### config.mk
export PLATFORM = sky130hd
export DESIGN_NAME = inst_sequencer
export DESIGN_NICKNAME = d
export VERILOG_FILES = /design/src/rtl/inst_sequencer.sv
export SDC_FILE = /design/constraint.sdc
export NUM_CORES = 1
export LEC_CHECK = 0
export ABC_AREA = 1
export CAP_MARGIN = 20
export CORE_MARGIN = 2
export CORE_UTILIZATION = 39
export DETAILED_ROUTE_END_ITERATION = 10
export PLACE_DENSITY = 0.76
export SYNTH_ARGS = -nofsm -noshare
export SYNTH_HDL_FRONTEND = slang
export SYNTH_SLANG_ARGS = --single-unit
### constraint.sdc
create_clock -name clk -period 1.22 [get_ports clk]
set_input_delay 0.366 -clock clk [delete_from_list [all_inputs] [get_ports clk]]
set_output_delay 0.366 -clock clk [all_outputs]
set_load 0.02 [all_outputs]
### src/rtl/inst_sequencer.sv
`timescale 1ns/1ps
// -----------------------------------------------------------------------------
// inst_sequencer
//
// Fetches instruction bytes from program memory over a req/ack handshake and
// holds the opcode for the ControlUnit. It fetches an optional immediate byte,
// then opens a one-cycle execute window. It owns the program counter.
//
// Ports
//   clk       in   clock, all state changes on rising edge
//   rst       in   asynchronous active-low reset
//   run       in   permit a new fetch (sampled in IDLE and at end of EXEC)
//   memReq    out  program memory read request
//   memAddr   out  read address (always pc)
//   memAck    in   read data valid; ignored while memReq=0
//   memData   in   read data
//   inst      out  latched opcode
//   genConst  in   instruction carries an immediate byte (sampled in DECODE)
//   loadAddr  in   instruction loads the PC (sampled in EXEC)
//   addrIn    in   jump target
//   constOut  out  latched immediate operand
//   execEn    out  one-cycle execute strobe
//   pc        out  program counter
//   busy      out  high in every state except IDLE
//
// State table
//   state   | meaning
//   IDLE    | waiting for run; no memory activity
//   FETCH   | requesting opcode at pc; latch into inst on ack
//   DECODE  | ControlUnit decodes inst; choose OPERAND or EXEC
//   OPERAND | requesting immediate at pc; latch into constOut on ack
//   EXEC    | execEn window; optional pc load; then FETCH or IDLE
// -----------------------------------------------------------------------------
module inst_sequencer #(
    parameter int                ADDR_W   = 8,
    parameter logic [ADDR_W-1:0] RESET_PC = '0
) (
    input  logic              clk,
    input  logic              rst,
    input  logic              run,
    output logic              memReq,
    output logic [ADDR_W-1:0] memAddr,
    input  logic              memAck,
    input  logic [7:0]        memData,
    output logic [7:0]        inst,
    input  logic              genConst,
    input  logic              loadAddr,
    input  logic [ADDR_W-1:0] addrIn,
    output logic [7:0]        constOut,
    output logic              execEn,
    output logic [ADDR_W-1:0] pc,
    output logic              busy
);

    typedef enum logic [2:0] {
        IDLE    = 3'd0,
        FETCH   = 3'd1,
        DECODE  = 3'd2,
        OPERAND = 3'd3,
        EXEC    = 3'd4
    } seqState_t;

    seqState_t state;
    seqState_t nextState;

    logic fetchDone;
    logic operandDone;

    // Outputs decode straight from the state register, so an asynchronous
    // reset drops memReq/execEn/busy in the same instant.
    assign memReq      = (state == FETCH) || (state == OPERAND);
    assign memAddr     = pc;
    assign execEn      = (state == EXEC);
    assign busy        = (state != IDLE);
    assign fetchDone   = (state == FETCH) && memAck;
    assign operandDone = (state == OPERAND) && memAck;

    always_ff @(posedge clk or negedge rst) begin
        if (!rst) begin
            state <= IDLE;
        end else begin
            state <= nextState;
        end
    end

    always_comb begin
        nextState = state;
        case (state)
            IDLE:    if (run) nextState = FETCH;
            FETCH:   if (memAck) nextState = DECODE;
            DECODE:  nextState = genConst ? OPERAND : EXEC;
            OPERAND: if (memAck) nextState = EXEC;
            EXEC:    nextState = run ? FETCH : IDLE;
            default: nextState = IDLE;
        endcase
    end

    // The EXEC load and the operand increment never coincide in one cycle;
    // the load simply replaces whatever the operand fetch left in pc.
    always_ff @(posedge clk or negedge rst) begin
        if (!rst) begin
            pc <= RESET_PC;
        end else if (fetchDone || operandDone) begin
            pc <= pc + 1'b1;
        end else if ((state == EXEC) && loadAddr) begin
            pc <= addrIn;
        end
    end

    always_ff @(posedge clk or negedge rst) begin
        if (!rst) begin
            inst <= 8'h00;
        end else if (fetchDone) begin
            inst <= memData;
        end
    end

    always_ff @(posedge clk or negedge rst) begin
        if (!rst) begin
            constOut <= 8'h00;
        end else if (operandDone) begin
            constOut <= memData;
        end
    end

endmodule
Word-level counts from Yosys, hierarchy flattened

Cells that the tools add are included.

Register bits: 27
Input bits: 22
Output and inout port bits: 35
Logic and storage cells: 29

$add $sub $neg: 1
Equality and inequality tests: 7
Mux-type cells: 8
Reductions and logical operators: 9

Operators by type and width:

| cell                  | count |
|---|---|
| $mux W8               | 2 |
| $pmux W3 S5           | 1 |
| $mux W3               | 4 |
| $add A8 B1 Y8 const B | 1 |
| $eq A3 B2 Y1 const B  | 2 |
| $ne A2 B2 Y1 const B  | 3 |
| $eq A3 B1 Y1 const B  | 1 |
| $eq A3 B3 Y1 const B  | 1 |
| $logic_and A1 B1 Y1   | 3 |
| $logic_not A3 Y1      | 1 |
| $reduce_and A3 Y1     | 1 |
| $reduce_bool A3 Y1    | 1 |
| $logic_or A1 B1 Y1    | 2 |
| $reduce_bool A2 Y1    | 1 |
| $mux W1               | 1 |

Longest topological paths before layout

Gate-level depths: netlist of the first run.

Word-level depth: 4
Gate-level depth with buffers: 8
Depth with buffers taken out: 8

Worst setup path after synthesis of the first run

OpenSTA, ideal clock, no wires.

Path kind: register to output
Start point: register state[1]
End point: output execEn
Arrival: 1.016 ns
Required time: 0.854 ns
Slack: -0.162 ns
Stages on the path, launching flop included: 3
Buffers on the path: 1
Cells stage by stage: dfrtp_1 > buf_2 > nor3_1

Cells in the longest elaborated chain, start to end: 1

RTL lines:

| what                   | line | source |
|---|---|---|
| from (decl)            | 63   | `seqState_t state;` |
| from (signal assigned) | 82   | `state <= nextState;` |
| $eq A3 B3 Y1           | 73   | `assign execEn = (state == EXEC);` |
| to (decl)              | 50   | `output logic execEn,` |

No other way between the ends.

Worst setup path in the final report of the first run

Start point: register state[0]
End point: output busy

Cells in the longest elaborated chain, start to end: 1

RTL lines:

| what               | line | source |
|---|---|---|
| $reduce_bool A3 Y1 | 74   | `assign busy = (state != IDLE);` |
| to (decl)          | 52   | `output logic busy` |

No other way between the ends.

==> flow_summary.json, run 1 <==
{
  "vias": 1506,
  "cts_root_buf": "clkbuf_8",
  "final_period_minus_worst_setup_slack_ns": 1.478,
  "via_per_inst": 4.692,
  "outcome": "finished, violations left",
  "final_hold_viol_count": 0,
  "cts-buffers-inserted": 3,
  "synth_enable_flop_cells": 0,
  "postSynthNetCount": 202,
  "grt_max_degree": 28,
  "area_growth_pct": 82.14,
  "synth.most_common_cell": "nand2_1",
  "min-delay-path-class": "in2async",
  "stdcell_area_sq_um": 2641,
  "wl_per_cell_microns": 12.75,
  "path_cells": "nor2_4, nand2_2, buf_6",
  "ctsLongestPathBuffers": 2,
  "maxCapViolCount": 0,
  "worst-path-max-fanout": 4,
  "ir_worst_vdd_v": 0.001478,
  "core_area_sq_um": 3606,
  "cp.buffers_inverters": 1,
  "synthesis.area_sq_um": 1450,
  "finalSetupViolCount": 33,
  "avgSynthCellArea_sq_um": 8.101,
  "synth.top_cells.by_count": "nand2_1, dfrtp_1, inv_1",
  "unrepaired_setup_endpoints_after_global_routing": "yes",
  "most_frequently_used_flop_master_after_synthesis": "dfrtp_1",
  "yosys_register_bits": 27,
  "initial_utilization": 0.4022,
  "globalRoute.totalOverflow": 0,
  "count_of_final_max_slew_check_failures": 0,
  "number_of_antenna_violations_at_the_first_check_in_global_routing": 0,
  "synth_area_leaders": "dfrtp_1, nand2_1, inv_1",
  "num_antenna_cells": 0,
  "drtPass1Iterations": 6,
  "drive_above_1_share": 0.4945,
  "clk-insertion-delay-late_ns": 0.27,
  "synth-warning-count": 0,
  "top_area_cell_type_share_of_the_netlist_area": 0.4659,
  "placed_area_sq_um": 2211,
  "drtIter0Drc": 70,
  "count_of_pins_on_the_block_boundary": 57,
  "synthesis.instances": 179,
  "post-route-drc-count": 0,
  "postRouteWirelength_microns": 4093,
  "timing_worst_setup_path_type": "reg2out",
  "nNetsFinal": 297,
  "power.leakage_nw": 1.307,
  "first_global_vias": 1445,
  "yosys.area.top_type": "dfrtp_1",
  "crit_path_end_kind": "primary output",
  "async_s_r_ff_share_synth": 1.000,
  "cts.clk_slew.worst_paths_ns": 0.09,
  "crit_path_start_kind": "register",
  "floorplan.die.height_microns": 64.98,
  "cp.arrival_ns": 1.11,
  "p_per_area_nw_per_um2": 2745,
  "global_route_wire_length_before_repair_microns": 6568,
  "crit_slowest_cell": "dfrtp_2",
  "final.setup_skew_ns": 0.001862,
  "worstMarginPinSlew_ns": 0.3240,
  "maxClockFrequency_mhz": 676.8,
  "failed_checks": "negative setup slack",
  "globalRouteTotalUtil": 0.1979,
  "dp_slack_ns": -0.4094,
  "dieArea_sq_um": 4222,
  "cts.sinks": 27,
  "postLayoutSetupSlackWorst_ns": -0.2575,
  "max_stage_delay_ns": 0.48,
  "final_cell_count_no_fill": 321,
  "post-dp-hpwl_microns": 2521,
  "fin_total_pwr_mw": 7.251,
  "layout_worst_path_cycle_share": 1.211,
  "synth_sequential_area_ratio": 0.4659,
  "cts-hold-fix-buffers": 0,
  "numPlacedInstances": 293,
  "ant_nets": 0,
  "synth_cell_type_count": 25,
  "cts_max_level": 1,
  "gpl.final_weighted_congestion": 0.8727,
  "final.setup.tns_ns": -4.285,
  "cts_tree": "done",
  "die_w_microns": 64.98,
  "timing.critical_path.max_delay_family": "flip-flops",
  "fp-row-count": 22,
  "buffer_ports.inserted": 56,
  "fill_cell_count": 272,
  "max-slew-margin-rel": 0.7840,
  "required_time_reported_for_the_critical_path_endpoint_ns": 0.85
}
metal layers:
metal,global-route usage,vias to the layer above,share of wire
met5,0,-,0
met4,0.03457,0,0.020
met3,0.05035,6,0.069
met2,0.3660,65,0.52
met1,0.2313,689,0.39
li1,-,746,-
cell families (layout without fill, tap and decap cells):
logic type / Yosys count / count (layout) / share of synthesized area
and+or+nand+nor: 85 / 86 / 0.2632
DFF: 27 / 27 / 0.4659
AOI/OAI and AO/OA: 27 / 27 / 0.1165
buffers and inverters: 36 / 129 / 0.1277
xor gates and xnor gates: 3 / 3 / 0.01812
adders and majority gates: 1 / 1 / 0.008627
cell usage in the layout (no fill, tap or decap):
master	n
nand2_1	40
buf_6	31
buf_4	31
dfrtp_1	22
inv_1	20
clkdlybuf4s50_1	20
nand2_2	19
o21ai_1	12
buf_2	11
o21ai_2	9
nand3_1	7
nor2_1	6
dfrtp_2	5
buf_12	5
nand2_8	4
o21ai_0	4
nor2_4	3
clkbuf_8	3
inv_2	2
nand3_2	2
nand3_4	2
xor2_1	2
nand4_1	2
buf_16	2
nor3_2	1
inv_12	1
inv_8	1
xnor2_1	1
o22ai_2	1
o31ai_2	1
ha_2	1
clkbuf_1	1
dlygate4sd2_1	1
state kept, by name, summed over array words and instances (netlist names):
| register | count |
|---|---|
| memAddr | 8 |
| state | 3 |
| constOut | 8 |
| inst | 8 |
worst paths after layout:
path                                               end  slack [ns]                  from  depth (start not counted)
worst max-delay path                              busy       -0.26  state[0]$_DFFE_PN0P_                          3
worst min-delay path            memAddr[2]$_DFFE_PN0P_        0.44                   rst                          2
worst max register to register     inst[5]$_DFFE_PN0P_       -0.15  state[0]$_DFFE_PN0P_                          8
worst min register to register     inst[4]$_DFFE_PN0P_        0.50   inst[4]$_DFFE_PN0P_                          2
max in group asynchronous         state[2]$_DFFE_PN0P_        0.61                   rst                          2
min in group clk                   inst[4]$_DFFE_PN0P_        0.50   inst[4]$_DFFE_PN0P_                          2
worst reg2reg max path, cell delays in order (launching register included):
cell and delay [ns]:
dfrtp_2 0.46, inv_2 0.08, buf_6 0.12, buf_6 0.11, nor2_4 0.09, nand3_4 0.12
buf_12 0.18, nand2_2 0.05, o21ai_1 0.06
cell type report:
cell class | instances | area [sq um] | share of cell area
repair buffers | 101 | 1001 | 0.3790
flip-flops and latches | 27 | 681.9 | 0.2582
multi-input cells | 117 | 743.2 | 0.2814
well taps | 48 | 60.06 | 0.02274
clock buffers | 4 | 45.04 | 0.01705
inverters | 24 | 110.1 | 0.04169
timing repair:
action,4_1_cts,5_1_grt
buffers inserted,4,17
pin swaps,11,3
gates cloned,3,0
gates resized for setup,200,42
endpoints found under the setup margin,61,60
metrics by stage:
stage                 util  hold WS (ns)
finish              0.7325        0.4406
global route        0.7325        0.4561
CTS                 0.6593        0.4459
detailed placement  0.6131        0.4697
global placement    0.6131        0.4665
floorplan                -       0.07041
power by group:
part / total [mW] / switching [mW] / internal [mW]
sequential: 1.71 / 0.383 / 1.33
combinational: 5.03 / 2.47 / 2.56
clock: 0.504 / 0.270 / 0.234
total: 7.25 / 3.13 / 4.13
Note: power is estimated with default switching activity, not from simulation.
==> inputs of run 2 (changes only) <==
--- a/config.mk
+++ b/config.mk
@@ -8,9 +8,9 @@
 export ABC_AREA = 1
 export CAP_MARGIN = 20
 export CORE_MARGIN = 2
-export CORE_UTILIZATION = 39
+export CORE_UTILIZATION = 35
 export DETAILED_ROUTE_END_ITERATION = 10
-export PLACE_DENSITY = 0.76
+export PLACE_DENSITY = 0.69
 export SYNTH_ARGS = -nofsm -noshare
 export SYNTH_HDL_FRONTEND = slang
 export SYNTH_SLANG_ARGS = --single-unit
==> run 2 against run 1 <==
  * The flow still finishes with violations (negative setup slack)
  * Power grew 1.5%
  * Via count shrank 2.3%
  * Global-route usage shrank 2.3 points
  * Die area grew 11%
  * Cell count shrank 0.62%
  * Maximum frequency grew 4.3%
  * Hold slack is essentially flat
  * Routed wire length shrank 4.4%
  * Register-to-register slack gained 0.04 ns
  * Clock power grew 3%
==> flow_summary.json, run 2 (same netlist as run 1, synthesis figures left out) <==
{
  "outcome": "finished, violations left",
  "failed_checks": "negative setup slack",
  "first_global_vias": 1414,
  "post-route-drc-count": 0,
  "postRouteWirelength_microns": 3913,
  "buffer_ports.inserted": 56,
  "maxCapViolCount": 0,
  "final_period_minus_worst_setup_slack_ns": 1.417,
  "crit_path_frequent_cell": "buf_6",
  "cts_tree": "done",
  "num_antenna_cells": 0,
  "ant_nets": 0,
  "power.leakage_nw": 1.314,
  "drtIter0Drc": 54,
  "wl_per_cell_microns": 12.27,
  "final_cell_mix": "nand2_1, buf_6, buf_4",
  "drtPass1Iterations": 4,
  "rr_startpoint": "state[1]$_DFFE_PN0P_",
  "cts-buffers-inserted": 3,
  "finalSetupViolCount": 30,
  "core_area_sq_um": 4000,
  "min-delay-path-class": "in2async",
  "timing_worst_setup_path_type": "reg2out",
  "rr_worst_depth": 7,
  "final_cell_count_no_fill": 319,
  "crit_slowest_cell": "dfrtp_2",
  "crit_path_end_kind": "primary output",
  "worstMarginPinSlew_ns": 0.3307,
  "worst-path-max-fanout": 2,
  "maxClockFrequency_mhz": 705.6,
  "floorplan.die.height_microns": 68.37,
  "global_route_wire_length_before_repair_microns": 6203,
  "count_of_final_max_slew_check_failures": 0,
  "initial_utilization": 0.3625,
  "ctsLongestPathBuffers": 2,
  "unrepaired_setup_endpoints_after_global_routing": "yes",
  "count_of_pins_on_the_block_boundary": 57,
  "final_cell_utilization_of_the_core": 0.6753,
  "grt_max_degree": 28,
  "cts.sinks": 27,
  "crit_path_start_kind": "register",
  "numPlacedInstances": 295,
  "path_cells": "buf_6, nor2_4, buf_6",
  "postLayoutSetupSlackWorst_ns": -0.1973,
  "via_per_inst": 4.614,
  "dieArea_sq_um": 4674,
  "timing.rr.end": "inst[1]$_DFFE_PN0P_",
  "globalRoute.totalOverflow": 0,
  "area_growth_pct": 86.28,
  "die_w_microns": 68.37,
  "cts.clk_slew.worst_paths_ns": 0.10,
  "post-dp-hpwl_microns": 2489,
  "cp.arrival_ns": 1.05,
  "globalRouteTotalUtil": 0.1747,
  "fin_total_pwr_mw": 7.363,
  "max-slew-margin-rel": 0.7795,
  "final_hold_viol_count": 0,
  "vias": 1472,
  "gpl.final_weighted_congestion": 0.8101,
  "drive_above_1_share": 0.5242,
  "ir_worst_vdd_v": 0.001368,
  "timing.reg2reg.setup_slack_ns": -0.11,
  "p_per_area_nw_per_um2": 2726,
  "cts_max_level": 1,
  "cts_root_buf": "clkbuf_8",
  "nNetsFinal": 293,
  "fp-row-count": 23,
  "layout_worst_path_cycle_share": 1.162,
  "number_of_antenna_violations_at_the_first_check_in_global_routing": 0,
  "clk-insertion-delay-late_ns": 0.27,
  "required_time_reported_for_the_critical_path_endpoint_ns": 0.85,
  "max_stage_delay_ns": 0.43,
  "final.setup_skew_ns": 0.005886
}
[run 2: changes by cell type in the layout (fill, tap and decap cells not counted), sizes merged]
cell,change
buf,-4
clkbuf,-1
clkinv,+2
inv,-1
[run 2: cell type report]
type | count | area, sq um
repair buffers | 97 | 980.9
clock buffers | 3 | 41.29
multi-input cells | 117 | 819.5
clock inverters | 1 | 5.005
flip-flops and latches | 27 | 681.9
fillers | 317 | 1299
inverters | 24 | 110.1
well taps | 50 | 62.56
[run 2: how the worst max path moves through the flow]
stage                              start                 endpoint  slack, ns  cells after the start
floorplan           state[0]$_DFFE_PN0P_  constOut[4]$_DFFE_PN0P_      -0.05                      8
global placement    state[2]$_DFFE_PN0P_                   execEn      -0.35                      3
detailed placement  state[2]$_DFFE_PN0P_                   execEn      -0.36                      3
CTS                 state[0]$_DFFE_PN0P_                     busy      -0.23                      3
global route        state[0]$_DFFE_PN0P_                   execEn      -0.25                      2
finish              state[2]$_DFFE_PN0P_                   memReq      -0.20                      3
[run 2: routing by layer]
metal	vias up	track usage	wire [microns]
met1	690	0.2137	1580
met5	-	0	0
met4	0	0.05250	47
met2	41	0.3083	2069
met3	6	0.03454	215
li1	735	-	-
[run 2: what timing repair did]
item / in CTS / in global routing
resized for setup: 199 / 73
endpoints found under the setup margin: 59 / 60
endpoints found under the hold margin: 0 / 0
pin swaps: 14 / 15
hold buffers: 0 / 0
gates cloned: 3 / 0
buffers inserted: 6 / 15
[run 2: power by group]
group,leakage (nW),internal (mW),switching [mW]
clock network,0.0255,0.229,0.289
logic,0.961,2.61,2.50
registers,0.328,1.33,0.407
[run 2: per-stage QoR]
stage	setup TNS (ns)	hold WS (ns)	area (sq um)	setup slack [ns]
after detailed placement	-11.56	0.4688	2201	-0.3617
after floorplan	-0.09086	0.07041	1468	-0.04513
after CTS	-1.454	0.4471	2346	-0.2335
final	-2.403	0.4406	2701	-0.1973
after global placement	-11.06	0.4645	2201	-0.3453
after global routing	-4.198	0.4395	2701	-0.2534
[run 2: critical path: cells and delay by family (launching register included)]
family        cells  cell delay [ns]
buf+inv           2             0.25
simple gates      1             0.10
flops             1             0.43
